--- config.mk ---
export PLATFORM = sky130hd
export DESIGN_NAME = ttl_74f169_d
export DESIGN_NICKNAME = d
export VERILOG_FILES = /design/src/rtl/ttl_74f169_d.sv
export SDC_FILE = /design/constraint.sdc
export NUM_CORES = 1
export LEC_CHECK = 0
export ABC_AREA = 1
export BUFFER_PORTS_ARGS = -buffer_cell sky130_fd_sc_hd__buf_4
export CORE_AREA = 2 2 39 41
export DETAILED_ROUTE_END_ITERATION = 7
export DIE_AREA = 0 0 41 43
export GPL_TIMING_DRIVEN = 0
export SYNTH_ARGS = -nofsm -noshare
export SYNTH_HDL_FRONTEND = slang
export SYNTH_SLANG_ARGS = --single-unit
--- constraint.sdc ---
create_clock -name CLK -period 3.9 [get_ports CLK]
set_input_delay 0.78 -clock CLK [delete_from_list [all_inputs] [get_ports CLK]]
set_output_delay 0.78 -clock CLK [all_outputs]
set_load 0.01 [all_outputs]
--- src/rtl/ttl_74f169_d.sv ---
// Synchronous up/down modulo counter in the style of the 74F169:
// async reset, synchronous parallel load, cascadable terminal count.
module ttl_74f169_d #(
  parameter int WIDTH   = 4,
  parameter int MODULUS = 16
) (
  input  logic             CLK,
  input  logic             RESET,
  input  logic             LOAD_n,
  input  logic             U_D,
  input  logic             ENP_n,
  input  logic             ENT_n,
  input  logic [WIDTH-1:0] D,
  output logic [WIDTH-1:0] Q,
  output logic             TC_n
);

  localparam logic [WIDTH-1:0] MaxV = WIDTH'(MODULUS - 1);
  localparam logic [WIDTH-1:0] One  = WIDTH'(1);

  logic [WIDTH-1:0] q_q;
  logic [WIDTH-1:0] q_d;
  logic [WIDTH-1:0] up_v;
  logic [WIDTH-1:0] dn_v;
  logic             ld;
  logic             cnt;
  logic             at_max;
  logic             at_zero;

  assign ld      = ~LOAD_n;
  assign cnt     = LOAD_n & ~ENP_n & ~ENT_n;
  assign at_max  = (q_q == MaxV);
  assign at_zero = (q_q == '0);

  // Out-of-range values above MaxV fold back to zero on the way up.
  always_comb begin
    up_v = q_q + One;
    if (q_q >= MaxV) begin
      up_v = '0;
    end
  end

  always_comb begin
    dn_v = q_q - One;
    if (at_zero) begin
      dn_v = MaxV;
    end
  end

  always_comb begin
    q_d = q_q;
    unique case (1'b1)
      ld:      q_d = D;
      cnt:     q_d = U_D ? up_v : dn_v;
      default: q_d = q_q;
    endcase
  end

  always_ff @(posedge CLK or posedge RESET) begin
    if (RESET) begin
      q_q <= '0;
    end else begin
      q_q <= q_d;
    end
  end

  // TC is purely combinational so cascaded stages see it within the cycle.
  always_comb begin
    TC_n = 1'b1;
    if (!ENT_n) begin
      TC_n = U_D ? ~at_max : ~at_zero;
    end
  end

  assign Q = q_q;

endmodule

==> run summary <==
outcome: completed
switching portion of total power: 33.1%
Mean Syn Cell Area: 6.17 µm²
Lkg Pwr: 0.294 nW
number of synthesized flops with an enable pin: 0
die area: 1760 µm²
Mapped Cells: 59
Placement Cell Area: 489 µm²
worst skew pair latency: 0.23 ns
worst rel slew slack: 84.9%
crit path kind: primary input to primary output
most common cell in the synthesized netlist: nand2_1
Synth Cell Area: 364 µm²
pin count of the biggest net entering global routing: 8
CTS tree: built
Clock transition at path regs: 0.04 ns
worst endpoint required time: 3.12 ns
remaining routing DRC violations: 0
multi-input logic area: 215 µm²
Cell Pwr Density: 325 nW/µm²
Top FF cell, synth: dfrtp_1
FF-to-FF path depth: 7
n_diodes: 0
total track usage: 11.6%
area leader, netlist: dfrtp_1
Critical Path Fanout Max: 6
I/O pins: 15
combinational power share: 36.4%
Final Cell Area: 512 µm²
TritonCTS Sinks: 4
# fillers: 161
commonest cells in the synthesized netlist: nand2_1, inv_1, nor2_1
Yosys top cell area share: 27.5%
vias: 399
Tmin final: 2.33 ns
adder-cell share of the synthesized area: 6.87%
Iter 0 DRT Violations: 9
Resized cells post-CTS: 0
post-synthesis mux area share: 0%
Worst IR Drop VDD: 0.219 mV
Die H: 43 µm
flop and latch count out of synthesis: 4
switching pwr: 55.2 µW
register area: 100 µm²
Hold Buf Count CTS: 0
fin crit share: 59.8%
Synth async-reset ratio: 100%
Post-Syn Nets: 71
top post-synthesis cells by area: dfrtp_1, nand2_1, inv_1
Max Freq: 429 MHz
PortBufs: 14
Critical R2R Launch: Q[0]
post-synthesis compound-gate area fraction: 9.28%
Core Area: 1380 µm²
Worst Setup End Kind: primary output
fin nets: 90
overall routed net length: 785 µm
max-slew violations: 0
per-cell routed wire length: 8.53 µm
max reg flops: 4
Design Power: 167 µW
post-synthesis xor/xnor area fraction: 4.81%
H-tree Lvls: 1
crit start category: primary input
worst min-delay path class: primary input to async pin
DR pass1 iterations: 2
initial core utilization: 26.3%
setup TNS: 0 ns
Cell Int Power: 111 µW
final antenna-violating net count: 0
Vias/cell: 4.34
fraction of layout cells with a size suffix above 1: 26.3%
Simple-Gate Fraction of Synth Area: 38.1%
Die Width: 41 µm
Tightest Pin Transition: 0.226 ns
Critical Path AT: 1.55 ns
Max Cap Violations: 0
Final Hold Viols: 0
first-pass GRT wire length: 1.38 mm
r2r endpoint: Q[2]
Setup Skew: 0.00185 ns
Clk Tree Root Cell: clkbuf_4
sequential share of power: 33.1%
postcts setup bufs: 0
antenna violations before repair: 0
clock power share: 30.5%
Synth Warn #: 0
post-synthesis sequential area ratio: 27.5%
GP Congestion: 0.738
largest family of logic cells by synthesized area: simple AND/OR/NAND/NOR gates
Final HPWL DP: 678 µm
final setup vio count: 0
final core occ: 37.0%
RSZ-0062 raised after global routing: no
Rows: 14
global route overflow: 0
vias in the first global route: 386
area delta synth->final: 40.5%
Reg2Reg Setup Slack: 2.52 ns
TritonCTS Buffers: 3
distinct cell type count after synthesis: 16
clk buf depth: 2
## cell usage in the layout (no fill, tap or decap), drive strengths merged
cell type / n
a21oi: 1
nor2: 5
nand3: 3
o221ai: 1
xor2: 2
nand2: 24
dfrtp: 4
buf: 15
inv: 10
nand4: 1
or3: 1
ha: 2
o21ai: 4
clkbuf: 3
## metal layers
layer  up-vias  global-route usage, %  routed length [µm]
met4         0                   6.00                   0
met3         0                   3.14                  32
met1       172                   12.7                 322
li1        217                      -                   -
met5         -                      0                   0
met2        10                   19.1                 430
## per-stage QoR
step,hold WS [ns],worst slack (ns),instances
after detailed placement,0.616,1.56,89
after global routing,0.426,1.50,92
after floorplan,0.546,1.84,59
after global placement,0.615,1.57,89
after CTS,0.425,1.55,92
final,0.426,1.57,92
## power by group through the flow
stage                     clock [mW]  sequential (mW)  combinational [mW]
after floorplan                    0           0.0564              0.0356
after global placement             0           0.0558              0.0603
after detailed placement           0           0.0558              0.0613
after CTS                     0.0534           0.0553              0.0615
after global routing          0.0561           0.0565              0.0684
final                         0.0508           0.0552              0.0606
## how the worst max path moves through the flow
| stage | slack [ns] | cells past startpoint | startpoint | end |
|---|---|---|---|---|
| final | 1.57 | 5 | U_D | TC_n |
| after global routing | 1.50 | 6 | Q[1] | TC_n |
| after floorplan | 1.84 | 3 | U_D | TC_n |
| after global placement | 1.57 | 5 | U_D | TC_n |
| after detailed placement | 1.56 | 5 | U_D | TC_n |
| after CTS | 1.55 | 5 | Q[0] | TC_n |
## kinds of logic (layout without fill, tap and decap cells)
group | after synthesis | in the layout
buf+inv | 11 | 28
fa+ha+maj | 2 | 2
flops | 4 | 4
xor+xnor | 2 | 2
simple gates | 34 | 34
compound gates | 6 | 6
## worst max-delay path, cell delays in order
cell,delay (ns)
buf_4,0.13
nand2_1,0.08
nand2_1,0.07
or3_1,0.34
buf_4,0.15
## cell type report
| class | instances | area share, % |
|---|---|---|
| timing repair buffer | 14 | 20.5 |
| clock buffer | 3 | 4.40 |
| multi-input combinational | 44 | 42.1 |
| sequential | 4 | 19.6 |
| inverter | 10 | 7.33 |
| tap | 16 | 3.91 |
| buffer | 1 | 2.20 |
Note: power is estimated with default switching activity, not from simulation.
